**src/rtl/vga_scan_reader_if.sv**
```systemverilog
// rtl/vga_scan_reader_if.sv - video-memory read port between scan reader and frame store
interface vga_scan_reader_if;
    logic [15:0] oReadAddress;
    logic [2:0]  iReadData;

    modport master (output oReadAddress, input  iReadData);
    modport slave  (input  oReadAddress, output iReadData);
endinterface

```
**src/rtl/vga_scan_reader.sv**
```systemverilog
// rtl/vga_scan_reader.sv - 640x480 VGA scan generator showing a 256x256 image window from video memory
module vga_scan_reader #(
    parameter int         IMG_X0       = 192,
    parameter int         IMG_Y0       = 112,
    parameter logic [2:0] BORDER_RGB   = 3'b000,
    parameter int         H_ACTIVE     = 640,
    parameter int         H_SYNC_START = 656,
    parameter int         H_SYNC_END   = 751,
    parameter int         H_TOTAL      = 800,
    parameter int         V_ACTIVE     = 480,
    parameter int         V_SYNC_START = 490,
    parameter int         V_SYNC_END   = 491,
    parameter int         V_TOTAL      = 525
) (
    input  logic              Clock,
    input  logic              Reset,
    input  logic              iEnable,
    vga_scan_reader_if.master mem,
    output logic [2:0]        oVGA_RGB,
    output logic              oHsync,
    output logic              oVsync,
    output logic [9:0]        oHcounter,
    output logic [9:0]        oVcounter,
    output logic              oFrameStart
);
    localparam logic [9:0] X_FIRST = 10'(IMG_X0);
    localparam logic [9:0] X_LAST  = 10'(IMG_X0 + 255);
    localparam logic [9:0] Y_FIRST = 10'(IMG_Y0);
    localparam logic [9:0] Y_LAST  = 10'(IMG_Y0 + 255);
    localparam logic [7:0] X_LOW   = 8'(IMG_X0);
    localparam logic [7:0] Y_LOW   = 8'(IMG_Y0);

    logic       pe;
    logic [9:0] h;
    logic [9:0] v;
    logic       h_last;
    logic       v_last;
    logic       in_active;
    logic       in_window;
    logic [7:0] col;
    logic [7:0] row;

    assign h_last    = (h == 10'(H_TOTAL - 1));
    assign v_last    = (v == 10'(V_TOTAL - 1));
    assign in_active = (h < 10'(H_ACTIVE)) && (v < 10'(V_ACTIVE));
    assign in_window = (h >= X_FIRST) && (h <= X_LAST) && (v >= Y_FIRST) && (v <= Y_LAST);

    // only the low byte of the offset matters, so subtract on 8 bits
    assign col = h[7:0] - X_LOW;
    assign row = v[7:0] - Y_LOW;

    // address depends only on the registered counters, so it is stable through the pe=0 clock
    assign mem.oReadAddress = in_window ? {col, row} : 16'h0000;

    assign oHcounter = h;
    assign oVcounter = v;

    // pixel enable: high on every second clock
    always_ff @(posedge Clock or negedge Reset) begin
        if (!Reset) pe <= 1'b0;
        else        pe <= ~pe;
    end

    // raster counters advance once per pixel
    always_ff @(posedge Clock or negedge Reset) begin
        if (!Reset) begin
            h <= '0;
            v <= '0;
        end else if (pe) begin
            if (h_last) begin
                h <= '0;
                v <= v_last ? 10'd0 : v + 10'd1;
            end else begin
                h <= h + 10'd1;
            end
        end
    end

    // output registers capture the current pixel before the counters move on
    always_ff @(posedge Clock or negedge Reset) begin
        if (!Reset) begin
            oVGA_RGB <= 3'b000;
            oHsync   <= 1'b1;
            oVsync   <= 1'b1;
        end else if (pe) begin
            if (in_active && iEnable) oVGA_RGB <= in_window ? mem.iReadData : BORDER_RGB;
            else                      oVGA_RGB <= 3'b000;
            oHsync <= !((h >= 10'(H_SYNC_START)) && (h <= 10'(H_SYNC_END)));
            oVsync <= !((v >= 10'(V_SYNC_START)) && (v <= 10'(V_SYNC_END)));
        end
    end

    // one-clock pulse after the pixel at the frame origin is loaded
    always_ff @(posedge Clock or negedge Reset) begin
        if (!Reset) oFrameStart <= 1'b0;
        else        oFrameStart <= pe && (h == 10'd0) && (v == 10'd0);
    end
endmodule
```
**src/flat_wrapper.sv**
```systemverilog
// flat-port wrapper written by rule: the top's interface ports become plain ports
module vga_scan_reader_flat 
#(
    parameter int         IMG_X0       = 192,
    parameter int         IMG_Y0       = 112,
    parameter logic [2:0] BORDER_RGB   = 3'b000,
    parameter int         H_ACTIVE     = 640,
    parameter int         H_SYNC_START = 656,
    parameter int         H_SYNC_END   = 751,
    parameter int         H_TOTAL      = 800,
    parameter int         V_ACTIVE     = 480,
    parameter int         V_SYNC_START = 490,
    parameter int         V_SYNC_END   = 491,
    parameter int         V_TOTAL      = 525
)
  (Clock, Reset, iEnable, oVGA_RGB, oHsync, oVsync, oHcounter, oVcounter, oFrameStart, mem_oReadAddress, mem_iReadData);
  vga_scan_reader_if mem_i ();
  input  logic Clock;
  input  logic Reset;
  input  logic iEnable;
  output logic [2:0] oVGA_RGB;
  output logic oHsync;
  output logic oVsync;
  output logic [9:0] oHcounter;
  output logic [9:0] oVcounter;
  output logic oFrameStart;
  output wire logic [$bits(mem_i.oReadAddress)-1:0] mem_oReadAddress;
  input wire logic [$bits(mem_i.iReadData)-1:0] mem_iReadData;
  assign mem_oReadAddress = mem_i.oReadAddress;
  assign mem_i.iReadData = mem_iReadData;
  vga_scan_reader #(.IMG_X0(IMG_X0), .IMG_Y0(IMG_Y0), .BORDER_RGB(BORDER_RGB), .H_ACTIVE(H_ACTIVE), .H_SYNC_START(H_SYNC_START), .H_SYNC_END(H_SYNC_END), .H_TOTAL(H_TOTAL), .V_ACTIVE(V_ACTIVE), .V_SYNC_START(V_SYNC_START), .V_SYNC_END(V_SYNC_END), .V_TOTAL(V_TOTAL)) u_core (.Clock(Clock), .Reset(Reset), .iEnable(iEnable), .mem(mem_i), .oVGA_RGB(oVGA_RGB), .oHsync(oHsync), .oVsync(oVsync), .oHcounter(oHcounter), .oVcounter(oVcounter), .oFrameStart(oFrameStart));
endmodule
```
**config.mk**
```make
export PLATFORM = sky130hd
export DESIGN_NAME = vga_scan_reader_flat
export DESIGN_NICKNAME = d
export VERILOG_FILES = /design/src/rtl/vga_scan_reader_if.sv /design/src/rtl/vga_scan_reader.sv /design/src/flat_wrapper.sv
export SDC_FILE = /design/constraint.sdc
export NUM_CORES = 1
export LEC_CHECK = 0
export CAP_MARGIN = 15
export CORE_MARGIN = 2
export CORE_UTILIZATION = 35
export CTS_CLUSTER_SIZE = 14
export DETAILED_ROUTE_END_ITERATION = 10
export GPL_TIMING_DRIVEN = 0
export PLACE_DENSITY = 0.66
export SYNTH_ARGS = -nofsm -noshare
export SYNTH_HDL_FRONTEND = slang
export SYNTH_SLANG_ARGS = --single-unit
export TNS_END_PERCENT = 10
```
**constraint.sdc**
```tcl
create_clock -name Clock -period 3.23 [get_ports Clock]
set_input_delay 0.969 -clock Clock [delete_from_list [all_inputs] [get_ports Clock]]
set_output_delay 0.969 -clock Clock [all_outputs]
set_load 0.005 [all_outputs]
```
Word-level counts from Yosys, hierarchy flattened
Cells that the tools add are included.
{"block": "word_totals", "reg_bits": 27, "inputBits": 6, "output_inout_bits": 42}
{"block": "op_classes", "addsub": 4, "n_lt_le_gt_ge": 10, "eq_ne": 2, "n_mux": 5, "bitwise_logic": 1, "n_reduce_logical": 14}
{"operator": "$le 10x9->1 const B", "n": 3}
{"operator": "$add 10x1->10 const B", "n": 2}
{"operator": "$eq 10x10->1 const B", "n": 2}
{"operator": "$logic_not 10->1", "n": 2}
{"operator": "$mux 10", "n": 2}
{"operator": "$mux 16", "n": 1}
{"operator": "$ge 10x10->1 const B", "n": 1}
{"operator": "$ge 10x7->1 const B", "n": 1}
{"operator": "$ge 10x8->1 const B", "n": 1}
{"operator": "$ge 10x9->1 const B", "n": 1}
{"operator": "$le 10x10->1 const B", "n": 1}
{"operator": "$lt 10x10->1 const B", "n": 1}
{"operator": "$lt 10x9->1 const B", "n": 1}
{"operator": "$logic_and 1x1->1", "n": 9}
{"operator": "$sub 8x7->8 const B", "n": 1}
{"operator": "$sub 8x8->8 const B", "n": 1}
{"operator": "$mux 3", "n": 2}
{"operator": "$logic_not 1->1", "n": 2}
{"operator": "$reduce_and 2->1", "n": 1}
{"operator": "$not 1->1", "n": 1}

Logic depth before layout (Yosys ltp)
Gate-level depths: netlist (run 1).
{"block": "logic_depth", "ltp_word": 6, "depth_mapped": 7}

Worst setup path after synthesis (run 1)
Ideal clock, no wire load.
{"block": "synth_timing", "path_kind": "register to output", "from": "register u_core.v[5] (netlist: u_core.oVcounter[5])", "to": "output port mem_oReadAddress[10]", "arrival_ns": 1.710, "t_required_ns": 2.261, "path_slack_ns": 0.551, "stages_incl_launch_ff": 7, "cell_sequence": "dfrtp_1 -> ha_1 -> buf_1 -> a211oi_1 -> nor4_4 -> buf_6 -> and2_1"}
{"block": "synth_between", "elab_chain_len": 4}
{"element": "from (decl)", "line": "vga_scan_reader.sv:35", "text": "logic [9:0] v;"}
{"element": "from (signal assigned)", "line": "vga_scan_reader.sv:72", "text": "v <= v_last ? 10'd0 : v + 10'd1;"}
{"element": "$ge 10x7->1", "line": "vga_scan_reader.sv:46", "text": "assign in_window = (h >= X_FIRST) && (h <= X_LAST) && (v >= Y_FIRST) && (v <= Y_LAST);"}
{"element": "$logic_and 1x1->1", "line": "vga_scan_reader.sv:46"}
{"element": "$logic_and 1x1->1 *", "line": "vga_scan_reader.sv:46"}
{"element": "$mux 16 *", "line": "vga_scan_reader.sv:53", "text": "assign mem.oReadAddress = in_window ? {col, row} : 16'h0000;"}
{"element": "to (decl)", "line": "flat_wrapper.sv:27", "text": "output wire logic [$bits(mem_i.oReadAddress)-1:0] mem_oReadAddress;"}
Mark *: on every way between the ends. The rest lies on a longest branch, timed or not.

Worst setup path in the final report (run 1)
{"block": "layout_timing", "from": "register u_core.v[4] (netlist: u_core.oVcounter[4])", "to": "output port mem_oReadAddress[4]"}
{"block": "layout_between", "elab_chain_len": 4}
{"element": "$ge 10x7->1", "line": "vga_scan_reader.sv:46"}
{"element": "$logic_and 1x1->1 (2 in series)", "line": "vga_scan_reader.sv:46"}
{"element": "$mux 16 *", "line": "vga_scan_reader.sv:53"}
Marked as above.

==> results of run 1 <==
-- power by group through the flow --
stage / logic [mW] / clock network [mW] / registers, mW
after floorplan: 0.00188 / 0 / 0.345
after global placement: 0.0151 / 0 / 0.344
after detailed placement: 0.0174 / 0 / 0.344
after CTS: 0.0175 / 0.200 / 0.338
after global routing: 0.0189 / 0.211 / 0.338
final: 0.0169 / 0.193 / 0.338
-- per-layer routing --
layer	share of wire	vias to the layer above	wire length, um
li1	-	816	-
met1	0.48	791	2230
met2	0.47	53	2200
met3	0.045	4	209
met4	0.0073	0	34
met5	0	-	0
-- worst max-delay path: cells and delay by family (launching register included) --
family	cells	cell delay [ns]
buffers and inverters	2	0.43
AND/OR/NAND/NOR	2	0.26
adder cells (fa/ha/maj)	1	0.32
flip-flops	1	0.46
AO/OA/AOI/OAI	1	0.43
-- what timing repair did --
item,CTS,global route
pin swaps,2,1
setup buffers,8,0
setup endpoints to repair,16,2
resized for setup,23,0
-- cell families (layout without fill, tap and decap cells) --
kind of cell | Yosys count | after routing | synth area share
AO/OA/AOI/OAI | 27 | 27 | 0.111
AND/OR/NAND/NOR | 92 | 92 | 0.301
buffers and inverters | 25 | 84 | 0.0637
adder cells (fa/ha/maj) | 11 | 11 | 0.0770
flip-flops | 27 | 27 | 0.379
XOR/XNOR | 14 | 14 | 0.0686
-- worst paths after layout --
kind	start	endpoint	slack, ns	cells past startpoint
max in group asynchronous	Reset	u_core.oHsync$_DFFE_PN1P_	1.51	2
setup / recovery	u_core.oVcounter[4]$_DFFE_PN0P_	mem_oReadAddress[4]	0.08	6
min in group asynchronous	Reset	u_core.oVcounter[5]$_DFFE_PN0P_	1.09	1
setup reg to reg	u_core.oHcounter[6]$_DFFE_PN0P_	u_core.oVcounter[1]$_DFFE_PN0P_	1.09	6
hold reg to reg	u_core.oVGA_RGB[1]$_DFFE_PN0P_	u_core.oVGA_RGB[1]$_DFFE_PN0P_	0.51	1
hold / removal	u_core.oVGA_RGB[1]$_DFFE_PN0P_	u_core.oVGA_RGB[1]$_DFFE_PN0P_	0.51	1
-- through the flow --
stage	power (mW)	worst slack, ns	hold WS (ns)	std cells
3_3_place_gp	0.360	-0.344	0.490	313
3_5_place_dp	0.362	-0.365	0.494	314
6_report	0.548	0.0777	0.513	325
2_1_floorplan	0.346	0.551	0.476	196
4_1_cts	0.555	0.102	0.517	325
5_1_grt	0.568	0.0111	0.522	325
-- registers in the layout (all words and copies together) (netlist names) --
name / count
u_core.oHcounter: 10
u_core.oVcounter: 10
u_core.oVGA_RGB: 3
u_core.oFrameStart: 1
u_core.oHsync: 1
u_core.oVsync: 1
u_core.pe: 1
-- layout by cell type (no fill, tap or decap), drive strengths merged, types with 2 or more instances in the layout --
cell type / n
nand3: 15
o311ai: 2
a22o: 3
clkbuf: 8
dfstp: 2
nand4: 11
nor2: 16
nor4: 7
or4: 2
ha: 11
nor4b: 2
inv: 9
nand2: 9
dfrtp: 25
xor2: 5
and4b: 2
dlygate4sd2: 16
a21oi: 2
xnor2: 9
and3: 5
a31oi: 3
and2: 19
clkdlybuf4s50: 31
buf: 19
o21ai: 9
-- final cells by class --
cell class / instances / area, um2 / share of cell area
multi-input cells: 144 / 998 / 0.407
clock buffers: 4 / 45.0 / 0.0183
well taps: 70 / 87.6 / 0.0357
inverters: 10 / 37.5 / 0.0153
repair buffers: 56 / 526 / 0.214
plain buffers: 14 / 78.8 / 0.0321
flip-flops and latches: 27 / 682 / 0.278
==> impl_metrics.tcl, run 1 <==
set metrics [dict create \
    arrival_ns 2.18 \
    placementRows 26 \
    p_per_area_nw_per_um2 223 \
    period_minus_slack_ns 3.15 \
    worstPathRequired_ns 2.26 \
    final_net_count 273 \
    finalHoldViolCount 0 \
    hold_buffers 0 \
    path_cells "ha_1 > a211oi_1 > nor4_4 > buf_4 > and2_1 > dlygate4sd2_1" \
    clock_sink_count 27 \
    synth-main-ff-cell "dfrtp_1" \
    ios 48 \
    initial_utilization 0.357 \
    ant_nets 0 \
    critPathMaxFanout 7 \
    drive_gt1_frac 0.125 \
    htreeDepth 1 \
    gr-usage-met2 0.282 \
    grt_pass1_vias 1624 \
    area_delta_synth_final_pct 37.3 \
    synth.distinct_cells 43 \
    first_pass_iters 4 \
    synthTopCellsByCount "25 x dfrtp_1, 19 x and2_1, 16 x nor2_1, 15 x nand3_1, 11 x ha_1" \
    combinationalPowerShare 0.031 \
    clock_latency_ns 0.27 \
    power_leakage_nw 1.07 \
    synth-seq-cells 27 \
    fmax_mhz 317 \
    async_flop_share 1.00 \
    insertedDiodeCount 0 \
    syn_area_per_cell_um2 9.12 \
    fin_util 0.490 \
    status "completed" \
    netlist_top_cells_area "dfrtp_1 35%, ha_1 7.7%, and2_1 6.6%" \
    vdd_drop_max_uv 131 \
    slew_headroom 0.470 \
    vias_per_cell 5.12 \
    setup_viol 0 \
    busiest_layer "met2" \
    intPower_mw 0.434 \
    clk_pin_slew_ns 0.09 \
    grt_antenna_before_repair 0 \
    yosysWarnings 0 \
    design.core.area_um2 5010 \
    place_hpwl_mm 3.40 \
    worst_pin_slew_ns 0.788 \
    seq_area_frac_synth 0.379 \
    cts_tree "yes" \
    grt_max_degree 16 \
    dieArea_um2 5700 \
    dpl_cell_area_um2 2360 \
    design_area_um2 2450 \
    drt-wirelength-per-cell_um 14.4 \
    syn_area_um2 1790 \
    drc 0 \
    fin_skew_ns 0.00815 \
    clockPowerShare 0.352 \
    cp_slowest_cell "dfrtp_2" \
    die_w_um 75.5 \
    slew_viol_final 0 \
    critPathMaxStageDelay_ns 0.46 \
    synth-edff-count 0 \
    synth_nets 213 \
    portBuffers 47 \
    fp.dieH_um 75.5 \
    p_seq_frac 0.617 \
    place.gp.congestion 0.899 \
    nFillCells 497 \
    cts_buffers 3 \
    cap_viol_max_count 0 \
    endpoint_kind "output pin" \
    drt_iter0_drc 117 \
    netlist.top_cell.by_area "dfrtp_1" \
    rsz0062_at_grt "no" \
    synth_most_common_cell "dfrtp_1" \
    power.switching_mw 0.113 \
    netSwitchingFraction 0.207 \
    met1_usage 0.237 \
    cp-start-kind "register" \
    period_share 0.976 \
    grt_overflow 0 \
    yosysTopAreaCellShare 0.350 \
    grtUsageTotal 0.171 \
    use_met3 0.0212 \
    routed_wl_mm 4.67 \
    hold_class "reg -> reg" \
    num_vias 1664 \
    cts_buffer_depth 2 \
    tns_ns 0 \
    cts.root.buffer_cell "clkbuf_8" \
    grt_pass1_wl_mm 7.54 \
    syn_inst 196 \
    crit_type "reg -> out" \
]
No activity file was read; power rests on OpenSTA's default activity.
==> run 2: changes to the inputs <==
Settings changed: CORE_UTILIZATION 35 to 48, PLACE_DENSITY 0.66 to 0.84.
==> run 2 against run 1 <==
  * Sequential power about the same
  * Sequential cell count unchanged
  * Worst hold slack better by 0.0099 ns
  * Routed wire length rose by 6.7%
  * Final area increased by 1.6%
  * Power rose by 1.6%
  * Die area fell by 26%
  * Utilization rose by 20 points
  * Critical path type unchanged
==> impl_metrics.tcl, run 2 (same netlist as run 1, synthesis figures left out) <==
set metrics [dict create \
    insertedDiodeCount 0 \
    setup_viol 0 \
    ant_nets 0 \
    drt_iter0_drc 87 \
    htreeDepth 1 \
    design.core.area_um2 3630 \
    grt_antenna_before_repair 0 \
    place_hpwl_mm 3.34 \
    die_w_um 65.0 \
    slew_headroom 0.471 \
    endpoint_kind "output pin" \
    grt_max_degree 17 \
    cts_buffer_depth 2 \
    p_per_area_nw_per_um2 223 \
    num_vias 1785 \
    hold_ws_ns 0.523 \
    arrival_ns 2.18 \
    first_pass_iters 4 \
    critPathMaxFanout 5 \
    power_mw 0.556 \
    drive_gt1_frac 0.153 \
    fin_skew_ns 0.00410 \
    worstPathRequired_ns 2.26 \
    slew_viol_final 0 \
    clk_pin_slew_ns 0.10 \
    cp-start-kind "register" \
    drt-wirelength-per-cell_um 16.1 \
    clock_sink_count 27 \
    status "completed" \
    finalHoldViolCount 0 \
    fp.dieH_um 65.0 \
    fmax_mhz 317 \
    vias_per_cell 5.78 \
    grt_pass1_wl_mm 8.09 \
    layout_commonest_cell "clkdlybuf4s50_1" \
    placementRows 22 \
    crit_type "reg -> out" \
    period_share 0.976 \
    cts.root.buffer_cell "clkbuf_8" \
    hold_class "reg -> reg" \
    routed_wl_mm 4.99 \
    cap_viol_max_count 0 \
    grt_pass1_vias 1694 \
    place.gp.congestion 0.858 \
    cts_tree "yes" \
    dp.cells 292 \
    portBuffers 47 \
    tns_ns 0 \
    vdd_drop_max_uv 137 \
    grt_overflow 0 \
    r2r_cells 6 \
    instances_no_fill 309 \
    area_delta_synth_final_pct 39.5 \
    dieArea_um2 4230 \
    period_minus_slack_ns 3.15 \
    hold_buffers 0 \
    initial_utilization 0.492 \
    drc 0 \
    ios 48 \
    power_leakage_nw 1.11 \
    design_area_um2 2490 \
    cts_buffers 3 \
    grtUsageTotal 0.245 \
    min_path_cells 2 \
    clock_latency_ns 0.28 \
    worst_pin_slew_ns 0.788 \
    layout_common_cells "31 x clkdlybuf4s50_1, 23 x dfrtp_1, 19 x and2_1, 16 x nor2_1, 16 x dlygate4sd2_1" \
    final_net_count 279 \
    dpl_cell_area_um2 2350 \
]
-- run 2: per-stage QoR --
step / util / setup WS, ns
2_1_floorplan: - / 0.551
3_3_place_gp: 0.638 / -0.316
3_5_place_dp: 0.646 / -0.350
4_1_cts: 0.676 / 0.0369
5_1_grt: 0.687 / -0.0112
6_report: 0.687 / 0.0761
-- run 2: per-layer routing --
metal  share of wire  track usage  vias to the layer above  wire, um
met5               0            0                        -         0
met4           0.012       0.0573                        0        59
met3           0.071       0.0208                        7       353
met2            0.49        0.414                       81      2420
met1            0.43        0.342                      871      2150
li1                -            -                      826         -
-- run 2: worst paths after layout --
check                      slack [ns]                            start                              end
max                              0.08  u_core.oHcounter[1]$_DFFE_PN0P_              mem_oReadAddress[5]
min                              0.52        u_core.oVsync$_DFFE_PN1P_        u_core.oVsync$_DFFE_PN1P_
max reg2reg                      1.11  u_core.oHcounter[6]$_DFFE_PN0P_  u_core.oVcounter[9]$_DFFE_PN0P_
min reg2reg                      0.52        u_core.oVsync$_DFFE_PN1P_        u_core.oVsync$_DFFE_PN1P_
max in group asynchronous        1.64                            Reset  u_core.oVcounter[4]$_DFFE_PN0P_
min in group asynchronous        1.08                            Reset  u_core.oVcounter[3]$_DFFE_PN0P_
-- run 2: layout make-up --
cell class,instances,area (um2)
Inverter,10,37.5
Buffer,14,81.3
Clock inverter,1,5.00
Timing Repair Buffer,62,583
Clock buffer,3,41.3
Fill cell,304,1140
Multi-Input combinational cell,144,1010
Tap cell,48,60.1
Sequential cell,27,681
-- run 2: power breakdown --
part | switching, mW | internal, mW
combinational | 0.00870 | 0.00986
clock | 0.113 | 0.0867
sequential | 0 | 0.338
total | 0.122 | 0.434
-- run 2: repair_timing --
| item | CTS | global route |
|---|---|---|
| cloned | 1 | 0 |
| endpoints found under the setup margin | 16 | 16 |
| setup buffers | 9 | 4 |
| pin swaps | 2 | 1 |
| gates resized for setup | 21 | 5 |
-- run 2: worst max-delay path, stage by stage (launching register included) --
cell and delay (ns):
dfrtp_1 0.40, ha_2 0.19, and4_1 0.20, buf_6 0.12
a31oi_4 0.20, nor4_4 0.06, buf_4 0.17, buf_4 0.15
and2_1 0.15, dlygate4sd2_1 0.25
